--- src/rtl/sha256_pkg.sv ---
`default_nettype none
// ============================================================================
// Package     : sha256_pkg
// Description : Shared widths, limits and feeder state encoding for the
//               SHA-256 message feeder and its digest serializer.
// Revision    : 1.0 - initial release
// ============================================================================
package sha256_pkg;

  // Largest accepted message length in bytes (1 GiB).
  localparam logic [31:0] MAX_BYTES    = 32'h4000_0000;
  localparam int          HASH_W       = 256;
  localparam int          WORD_W       = 32;
  localparam int          DIGEST_WORDS = 8;

  // Feeder state encoding.
  localparam logic [2:0] C_ST_IDLE      = 3'd0;
  localparam logic [2:0] C_ST_KICK      = 3'd1;
  localparam logic [2:0] C_ST_PACK      = 3'd2;
  localparam logic [2:0] C_ST_SEND      = 3'd3;
  localparam logic [2:0] C_ST_WAIT_DONE = 3'd4;
  localparam logic [2:0] C_ST_DIGEST    = 3'd5;

  typedef enum logic [2:0] {
    ST_IDLE      = C_ST_IDLE,
    ST_KICK      = C_ST_KICK,
    ST_PACK      = C_ST_PACK,
    ST_SEND      = C_ST_SEND,
    ST_WAIT_DONE = C_ST_WAIT_DONE,
    ST_DIGEST    = C_ST_DIGEST
  } feeder_state_t;

endpackage
`default_nettype wire

--- src/rtl/sha256_msg_feeder_if.sv ---
`default_nettype none
// ============================================================================
// Interface   : sha256_msg_feeder_if
// Description : Command, byte-stream, processor and digest signals of the
//               SHA-256 message feeder.
//               master : the feeder (drives busy/err, byte_ready, sha_*, dig_*)
//               slave  : its environment (command source, byte FIFO,
//                        hash processor, digest consumer)
// Revision    : 1.0 - initial release
// ============================================================================
interface sha256_msg_feeder_if;
  import sha256_pkg::*;

  logic                cmd_start;
  logic [31:0]         cmd_len;
  logic                cmd_busy;
  logic                err;
  logic [7:0]          byte_data;
  logic                byte_valid;
  logic                byte_ready;
  logic                sha_start;
  logic [WORD_W-1:0]   sha_data;
  logic                sha_valid;
  logic                sha_last;
  logic                sha_ready;
  logic                sha_done;
  logic [HASH_W-1:0]   sha_hash;
  logic [WORD_W-1:0]   dig_word;
  logic                dig_valid;
  logic                dig_last;
  logic                dig_ready;

  modport master (
    input  cmd_start, cmd_len, byte_data, byte_valid,
           sha_ready, sha_done, sha_hash, dig_ready,
    output cmd_busy, err, byte_ready, sha_start, sha_data, sha_valid,
           sha_last, dig_word, dig_valid, dig_last
  );

  modport slave (
    output cmd_start, cmd_len, byte_data, byte_valid,
           sha_ready, sha_done, sha_hash, dig_ready,
    input  cmd_busy, err, byte_ready, sha_start, sha_data, sha_valid,
           sha_last, dig_word, dig_valid, dig_last
  );

endinterface
`default_nettype wire

--- src/rtl/sha256_digest_serializer.sv ---
`default_nettype none
// ============================================================================
// Module      : sha256_digest_serializer
// Description : Loads a 256-bit digest and shifts it out as 8 big-endian
//               32-bit words over valid/ready, word 0 = hash[255:224].
// Ports       : clk, rst     clock, synchronous active-high reset
//               i_load       capture i_hash and start presenting word 0
//               i_hash       digest to serialize
//               i_ready      downstream accepts o_word
//               o_word       current digest word (0 when idle)
//               o_valid      o_word valid, held until i_ready
//               o_last       high with the final word
//               o_done       final word transferred this cycle
// Revision    : 1.0 - initial release
// ============================================================================
module sha256_digest_serializer
  import sha256_pkg::*;
(
  input  logic              clk,
  input  logic              rst,
  input  logic              i_load,
  input  logic [HASH_W-1:0] i_hash,
  input  logic              i_ready,
  output logic [WORD_W-1:0] o_word,
  output logic              o_valid,
  output logic              o_last,
  output logic              o_done
);

  localparam int                 C_CNT_W    = $clog2(DIGEST_WORDS);
  localparam logic [C_CNT_W-1:0] C_LAST_IDX = C_CNT_W'(DIGEST_WORDS - 1);

  logic [HASH_W-1:0]  r_shift;
  logic [C_CNT_W-1:0] r_cnt;
  logic               r_valid;
  logic               w_fire;

  assign w_fire = r_valid & i_ready;

  always_ff @(posedge clk) begin
    if (rst) begin
      r_shift <= '0;
      r_cnt   <= '0;
      r_valid <= 1'b0;
    end else if (i_load) begin
      r_shift <= i_hash;
      r_cnt   <= '0;
      r_valid <= 1'b1;
    end else if (w_fire) begin
      if (r_cnt == C_LAST_IDX) begin
        // Clear so the word output returns to 0 once the digest is gone.
        r_shift <= '0;
        r_cnt   <= '0;
        r_valid <= 1'b0;
      end else begin
        r_shift <= r_shift << WORD_W;
        r_cnt   <= r_cnt + 1'b1;
      end
    end
  end

  assign o_word  = r_shift[HASH_W-1 -: WORD_W];
  assign o_valid = r_valid;
  assign o_last  = r_valid && (r_cnt == C_LAST_IDX);
  assign o_done  = w_fire && (r_cnt == C_LAST_IDX);

endmodule
`default_nettype wire

--- src/rtl/sha256_msg_feeder.sv ---
`default_nettype none
// ============================================================================
// Module      : sha256_msg_feeder
// Description : Packs a byte stream into big-endian 32-bit words for a
//               SHA-256 processor, kicks it with sha_start, waits for
//               sha_done (with timeout) and returns the digest as 8 words.
// Ports       : clk, rst     clock, synchronous active-high reset
//               bus          sha256_msg_feeder_if.master: command
//                            (cmd_start/cmd_len/cmd_busy/err), byte stream
//                            (byte_*), processor (sha_*), digest (dig_*)
// Revision    : 1.0 - initial release
// ============================================================================
module sha256_msg_feeder #(
  parameter logic [31:0] MAX_BYTES      = sha256_pkg::MAX_BYTES,
  parameter logic [31:0] TIMEOUT_CYCLES = 32'd65535
) (
  input  logic                clk,
  input  logic                rst,
  sha256_msg_feeder_if.master bus
);
  import sha256_pkg::*;

  feeder_state_t     r_state, w_next;
  logic [31:0]       r_remaining, w_rem_nxt;
  logic [31:0]       r_timer, w_timer_nxt;
  logic [1:0]        r_idx;
  logic [WORD_W-1:0] r_word, w_lane_word;
  logic              r_busy, r_err, r_sha_start, r_byte_ready;
  logic              r_sha_valid, r_sha_last;
  logic              w_len_ok, w_accept, w_sha_fire, w_timeout;
  logic              w_dig_load, w_dig_done;

  assign w_len_ok    = (bus.cmd_len != 32'd0) && (bus.cmd_len <= MAX_BYTES);
  // r_byte_ready is only ever high in PACK, so it doubles as the state qualifier.
  assign w_accept    = r_byte_ready & bus.byte_valid;
  assign w_sha_fire  = r_sha_valid & bus.sha_ready;
  assign w_rem_nxt   = w_accept ? (r_remaining - 32'd1) : r_remaining;
  assign w_timer_nxt = (r_timer == 32'hFFFF_FFFF) ? r_timer : (r_timer + 32'd1);
  assign w_timeout   = (w_timer_nxt >= TIMEOUT_CYCLES);
  assign w_dig_load  = (r_state == ST_WAIT_DONE) && bus.sha_done;

  // Current word with the incoming byte dropped into lane r_idx (lane 0 = MSB).
  always_comb begin
    w_lane_word = r_word;
    case (r_idx)
      2'd0:    w_lane_word[31:24] = bus.byte_data;
      2'd1:    w_lane_word[23:16] = bus.byte_data;
      2'd2:    w_lane_word[15:8]  = bus.byte_data;
      default: w_lane_word[7:0]   = bus.byte_data;
    endcase
  end

  always_comb begin
    w_next = r_state;
    case (r_state)
      ST_IDLE:      if (bus.cmd_start && w_len_ok) w_next = ST_KICK;
      ST_KICK:      w_next = ST_PACK;
      ST_PACK:      if (w_accept && ((r_idx == 2'd3) || (r_remaining == 32'd1)))
                      w_next = ST_SEND;
      ST_SEND:      if (w_sha_fire) w_next = r_sha_last ? ST_WAIT_DONE : ST_PACK;
      ST_WAIT_DONE: if (bus.sha_done)   w_next = ST_DIGEST;
                    else if (w_timeout) w_next = ST_IDLE;
      ST_DIGEST:    if (w_dig_done) w_next = ST_IDLE;
      default:      w_next = ST_IDLE;
    endcase
  end

  always_ff @(posedge clk) begin
    if (rst) r_state <= ST_IDLE;
    else     r_state <= w_next;
  end

  always_ff @(posedge clk) begin
    if (rst) begin
      r_remaining  <= '0;
      r_idx        <= '0;
      r_word       <= '0;
      r_timer      <= '0;
      r_busy       <= 1'b0;
      r_err        <= 1'b0;
      r_sha_start  <= 1'b0;
      r_byte_ready <= 1'b0;
      r_sha_valid  <= 1'b0;
      r_sha_last   <= 1'b0;
    end else begin
      r_err <= 1'b0;
      case (r_state)
        ST_IDLE: begin
          if (bus.cmd_start) begin
            if (w_len_ok) begin
              r_remaining <= bus.cmd_len;
              r_idx       <= '0;
              r_word      <= '0;
            end else begin
              r_err <= 1'b1;
            end
          end
        end
        ST_PACK: begin
          if (w_accept) begin
            r_word      <= w_lane_word;
            r_remaining <= w_rem_nxt;
            r_idx       <= r_idx + 2'd1;
          end
        end
        ST_SEND: begin
          // Start the next word from zero so a short final word has zero tail lanes.
          if (w_sha_fire) r_word <= '0;
        end
        ST_WAIT_DONE: begin
          if (!bus.sha_done && w_timeout) r_err <= 1'b1;
        end
        default: ;
      endcase

      // Counts only while waiting; any other state rearms it from zero.
      r_timer      <= (r_state == ST_WAIT_DONE) ? w_timer_nxt : 32'd0;

      // Control outputs are registered from the next state.
      r_busy       <= (w_next != ST_IDLE);
      r_sha_start  <= (w_next == ST_KICK);
      r_byte_ready <= (w_next == ST_PACK);
      r_sha_valid  <= (w_next == ST_SEND);
      r_sha_last   <= (w_next == ST_SEND) && (w_rem_nxt == 32'd0);
    end
  end

  sha256_digest_serializer u_digest (
    .clk     (clk),
    .rst     (rst),
    .i_load  (w_dig_load),
    .i_hash  (bus.sha_hash),
    .i_ready (bus.dig_ready),
    .o_word  (bus.dig_word),
    .o_valid (bus.dig_valid),
    .o_last  (bus.dig_last),
    .o_done  (w_dig_done)
  );

  assign bus.cmd_busy   = r_busy;
  assign bus.err        = r_err;
  assign bus.byte_ready = r_byte_ready;
  assign bus.sha_start  = r_sha_start;
  assign bus.sha_data   = r_word;
  assign bus.sha_valid  = r_sha_valid;
  assign bus.sha_last   = r_sha_last;

endmodule
`default_nettype wire
--- src/flat_wrapper.sv ---
// flat-port wrapper written by rule: the top's interface ports become plain ports
module sha256_msg_feeder_flat import sha256_pkg::*;
#(
  parameter logic [31:0] MAX_BYTES      = sha256_pkg::MAX_BYTES,
  parameter logic [31:0] TIMEOUT_CYCLES = 32'd65535
)
  (clk, rst, bus_cmd_start, bus_cmd_len, bus_byte_data, bus_byte_valid, bus_sha_ready, bus_sha_done, bus_sha_hash, bus_dig_ready, bus_cmd_busy, bus_err, bus_byte_ready, bus_sha_start, bus_sha_data, bus_sha_valid, bus_sha_last, bus_dig_word, bus_dig_valid, bus_dig_last);
  sha256_msg_feeder_if bus_i ();
  input  logic clk;
  input  logic rst;
  input wire logic [$bits(bus_i.cmd_start)-1:0] bus_cmd_start;
  input wire logic [$bits(bus_i.cmd_len)-1:0] bus_cmd_len;
  input wire logic [$bits(bus_i.byte_data)-1:0] bus_byte_data;
  input wire logic [$bits(bus_i.byte_valid)-1:0] bus_byte_valid;
  input wire logic [$bits(bus_i.sha_ready)-1:0] bus_sha_ready;
  input wire logic [$bits(bus_i.sha_done)-1:0] bus_sha_done;
  input wire logic [$bits(bus_i.sha_hash)-1:0] bus_sha_hash;
  input wire logic [$bits(bus_i.dig_ready)-1:0] bus_dig_ready;
  output wire logic [$bits(bus_i.cmd_busy)-1:0] bus_cmd_busy;
  output wire logic [$bits(bus_i.err)-1:0] bus_err;
  output wire logic [$bits(bus_i.byte_ready)-1:0] bus_byte_ready;
  output wire logic [$bits(bus_i.sha_start)-1:0] bus_sha_start;
  output wire logic [$bits(bus_i.sha_data)-1:0] bus_sha_data;
  output wire logic [$bits(bus_i.sha_valid)-1:0] bus_sha_valid;
  output wire logic [$bits(bus_i.sha_last)-1:0] bus_sha_last;
  output wire logic [$bits(bus_i.dig_word)-1:0] bus_dig_word;
  output wire logic [$bits(bus_i.dig_valid)-1:0] bus_dig_valid;
  output wire logic [$bits(bus_i.dig_last)-1:0] bus_dig_last;
  assign bus_i.cmd_start = bus_cmd_start;
  assign bus_i.cmd_len = bus_cmd_len;
  assign bus_i.byte_data = bus_byte_data;
  assign bus_i.byte_valid = bus_byte_valid;
  assign bus_i.sha_ready = bus_sha_ready;
  assign bus_i.sha_done = bus_sha_done;
  assign bus_i.sha_hash = bus_sha_hash;
  assign bus_i.dig_ready = bus_dig_ready;
  assign bus_cmd_busy = bus_i.cmd_busy;
  assign bus_err = bus_i.err;
  assign bus_byte_ready = bus_i.byte_ready;
  assign bus_sha_start = bus_i.sha_start;
  assign bus_sha_data = bus_i.sha_data;
  assign bus_sha_valid = bus_i.sha_valid;
  assign bus_sha_last = bus_i.sha_last;
  assign bus_dig_word = bus_i.dig_word;
  assign bus_dig_valid = bus_i.dig_valid;
  assign bus_dig_last = bus_i.dig_last;
  sha256_msg_feeder #(.MAX_BYTES(MAX_BYTES), .TIMEOUT_CYCLES(TIMEOUT_CYCLES)) u_core (.clk(clk), .rst(rst), .bus(bus_i));
endmodule
--- config.mk ---
export PLATFORM = sky130hd
export DESIGN_NAME = sha256_msg_feeder_flat
export DESIGN_NICKNAME = d
export VERILOG_FILES = /design/src/rtl/sha256_pkg.sv /design/src/rtl/sha256_msg_feeder_if.sv /design/src/rtl/sha256_digest_serializer.sv /design/src/rtl/sha256_msg_feeder.sv /design/src/flat_wrapper.sv
export SDC_FILE = /design/constraint.sdc
export NUM_CORES = 1
export LEC_CHECK = 0
export ABC_AREA = 1
export CAP_MARGIN = 20
export CORE_UTILIZATION = 55
export DETAILED_ROUTE_END_ITERATION = 10
export PLACE_DENSITY = 0.84
export SLEW_MARGIN = 15
export SYNTH_ARGS = -nofsm -noshare
export SYNTH_HDL_FRONTEND = slang
export SYNTH_HIERARCHICAL = 1
export SYNTH_SLANG_ARGS = --single-unit
--- constraint.sdc ---
create_clock -name clk -period 3.62 [get_ports clk]
set_input_delay 0.724 -clock clk [delete_from_list [all_inputs] [get_ports clk]]
set_output_delay 0.724 -clock clk [all_outputs]
set_load 0.02 [all_outputs]
==> impl_results.md <==
* Worst EP arrival at 3.33 ns
* Register bit total from synthesis at 367
* Die height at 191 um
* GP Congestion at 0.942
* Sw frac at 22.6%
* FF-to-FF Start: u_core/r_timer[0]$_SDFF_PP0_
* Synth Cell Area at 0.0196 mm2
* RSZ-0062 raised after global routing: false
* Share of cells above drive strength 1 at 3.51%
* # DRC at 0
* Largest net degree at the start of global routing at 258
* Worst-Margin Slew at 1.31 ns
* 1st-pass router iterations at 8
* Hold endpoint: u_core/bus.sha_data[20]$_SDFFE_PP0P_
* FP Rows at 68
* Max Cap Viol at 0
* Clk_lat worst skew at 0.53 ns
* Setup bufs post-CTS at 0
* Psw at 1.99 mW
* Sink Count at 367
* Register area at 0.00735 mm2
* Via count at 20800
* Initial Util at 56.2%
* Final Non-Filler Cells at 3843
* Diode count at 0
* Vias in the first global route at 19400
* CTS Buffer Depth at 3
* Post-synthesis sequential area ratio at 37.6%
* Clk slew on worst S/H paths at 0.06 ns
* Hold-fix buffers, CTS at 0
* Dominant synthesized flop cell: dfxtp_1
* Leakage power at 10.1 nW
* WL final at 60400 um
* Final period util at 80.0%
* Hold Crit Start: u_core/bus.sha_data[20]$_SDFFE_PP0P_
* Critical Path RT at 4.05 ns
* Critical path fanouts, max at 39
* Setup-failing EPs final at 0
* Cell count after placement at 3777
* Power Dens Cells at 366 mW/mm2
* # resized after CTS at 0
* Critical path startpoint category: register
* Post-DP HPWL at 42000 um
* Antenna-violating nets left at 0
* Reg2reg setup slack at 0.72 ns
* Area of the multi-input gates at 0.0104 mm2
* Fillers at 3075
* Final instance area at 0.0241 mm2
* Die area at 0.0363 mm2
* Setup TNS at 0 ns
* Maximum operating frequency at 345 MHz
* Setup CP Type: reg -> reg
* FF-to-FF End: u_core/bus.cmd_busy$_SDFF_PP0_
* Syn Inst Count at 3151
* Sequential share of power at 46.3%
* Initial antenna violation count at 0
* Yosys warns at 6
* First-pass GRT wire length at 96000 um
* Worst relative slew slack at 12.5%
* # H-tree levels at 2
* Pwr Total at 8.83 mW
* CORE AREA at 0.0348 mm2
* Top Ports at 375
* Clock root cell: clkbuf_16
* Worst setup EP type: register
* Chip Width at 191 um
* CTS tree: built
* Total gr overflow at 0
* Area Overhead vs Synth at 23.3%
* Synth unique cells at 45
* Power share of the clock group at 45.6%
* Logic pwr share at 8.1%
* Clock skew at 0.0180 ns
* Hold Path Class: reg -> reg
* Port Buffers at 374
* Worst vdd ir at 305 uV
* Synth Net Count at 3465
* DP Area at 0.0228 mm2
* Internal power at 6.84 mW
* Ys async rst share at 0%
* Fin nets at 3678
* Initial drt markers at 2126
* Status: finished, final reports clean
* Routed length per instance at 15.7 um
* FF-to-FF path depth at 16
* Vias/cell at 5.41
* Final hold violations at 0
* Post-synth EDFFs at 0
* Final min period at 2.90 ns
* Worst Hold Depth at 2
* Total track usage at 32.4%
* Avg Cell Area, Syn at 6.21 um2
* Slew Viols, Final at 0
* CTS buffer count at 39
[through the flow]
step | setup WS [ns] | util (%) | hold slack [ns]
floorplan | 1.44 | - | 0.448
global placement | 0.420 | 65.6 | 0.451
detailed placement | 0.324 | 65.6 | 0.461
CTS | 0.710 | 69.2 | 0.471
global route | 0.442 | 69.3 | 0.492
finish | 0.723 | 69.3 | 0.466
[placed cells by master (no fill, tap or decap), types with 5 or more instances in the layout]
cell / netlist / routed
nand2_1: 976 / 976
a21oi_1: 112 / 112
clkinv_2: 1 / 8
clkbuf_8: 0 / 6
a31oi_1: 10 / 10
xnor2_1: 10 / 10
nor3_1: 11 / 11
nand4_1: 14 / 14
nand2_2: 5 / 5
clkbuf_1: 38 / 5
o21ai_1: 55 / 55
nor2_2: 6 / 6
nand3b_1: 5 / 5
buf_4: 47 / 17
clkbuf_16: 0 / 39
dfxtp_1: 367 / 367
ha_1: 11 / 10
clkdlybuf4s50_1: 0 / 373
nor2_1: 827 / 826
o21ai_0: 219 / 219
inv_1: 100 / 100
nand3_1: 122 / 122
buf_12: 0 / 9
nor4_1: 7 / 7
o21bai_1: 9 / 9
xor2_1: 24 / 24
[critical path, stage by stage (launching register included)]
cell and delay (ns):
dfxtp_1 0.45, ha_1 0.39, nand3_4 0.16, clkinv_2 0.11
nand2_4 0.08, nor2_8 0.17, nand3_4 0.36, o21ai_1 0.21
nand2_1 0.09, nor2_1 0.12, nand2_1 0.10, nand3_1 0.09
nand2_1 0.13, nand2_1 0.12, nand3_1 0.07, nand2_1 0.07
inv_1 0.05
[cell families after synthesis]
kind of cell | share of synthesized area [%]
AO/OA/AOI/OAI | 10.8
XOR/XNOR | 1.52
adder cells (fa/ha/maj) | 0.704
buffers and inverters | 9.17
flip-flops | 37.6
multiplexers | 0.0512
AND/OR/NAND/NOR | 40.2
[metal layers]
layer	part of all wire (%)	global-route usage (%)	up-vias
met4	3.8	12.6	0
met3	6.9	3.22	146
met2	46	53.3	836
li1	-	-	10300
met5	0	0	-
met1	43	43.7	9563
[Yosys cell counts, types with 2 or more instances]
cell type,number,area (um2)
clkbuf_1,38,143
nor2_4,3,33.8
o21ai_1,55,275
xor2_1,24,210
and2_1,3,18.8
nor2_1,827,3100
o21ai_0,219,1100
nand2_2,5,31.3
dfxtp_1,367,7350
nand3_1,122,611
nor4_1,7,43.8
nand3_4,2,35.0
inv_2,4,15.0
clkbuf_2,13,65.1
nand2_4,3,33.8
buf_1,5,18.8
xnor2_1,10,87.6
buf_2,98,490
nor3_1,11,55.1
o211ai_1,3,22.5
nand3b_1,5,37.5
o21bai_1,9,67.6
nand4_1,14,87.6
a21oi_1,112,561
nand2_1,976,3660
nor2_2,6,37.5
inv_1,100,375
a31oi_1,10,62.6
buf_6,28,315
ha_1,11,138
buf_4,47,353
[state kept, by name, summed over array words and instances, names as in the netlist, 2 cells and up]
register	count
u_core/bus.sha_data	32
u_core/r_idx	2
u_core/r_remaining	32
u_core/r_state	3
u_core/r_timer	32
u_core/u_digest/r_cnt	3
u_core/u_digest/r_shift	256
[power by group through the flow]
stage	combinational, mW	sequential, mW	clock [mW]
final	0.711	4.09	4.03
after detailed placement	0.697	4.18	0
after floorplan	0.267	4.18	0
after global placement	0.695	4.18	0
after CTS	0.703	4.09	4.06
after global routing	0.765	4.09	4.24
[worst max path at each step]
stage / start / end / cells after the start
3_3_place_gp: bus_cmd_len[0] / u_core/r_remaining[14]$_SDFFE_PP0P_ / 12
6_report: u_core/r_timer[0]$_SDFF_PP0_ / u_core/bus.cmd_busy$_SDFF_PP0_ / 16
4_1_cts: u_core/u_digest/r_cnt[0]$_SDFFE_PP0P_ / bus_dig_last / 5
5_1_grt: u_core/r_timer[0]$_SDFF_PP0_ / u_core/bus.cmd_busy$_SDFF_PP0_ / 16
3_5_place_dp: bus_cmd_len[8] / u_core/r_remaining[0]$_SDFFE_PP0P_ / 11
2_1_floorplan: bus_cmd_len[18] / u_core/r_remaining[12]$_SDFFE_PP0P_ / 11
[area by class of cell]
| type | instances | share of cell area [%] |
|---|---|---|
| multi-input cells | 2448 | 43.3 |
| flip-flops and latches | 367 | 30.5 |
| repair buffers | 401 | 16.9 |
| clock buffers | 50 | 4.47 |
| well taps | 455 | 2.36 |
| inverters | 107 | 1.72 |
| clock inverters | 15 | 0.783 |
No activity file was read; power rests on OpenSTA's default activity.
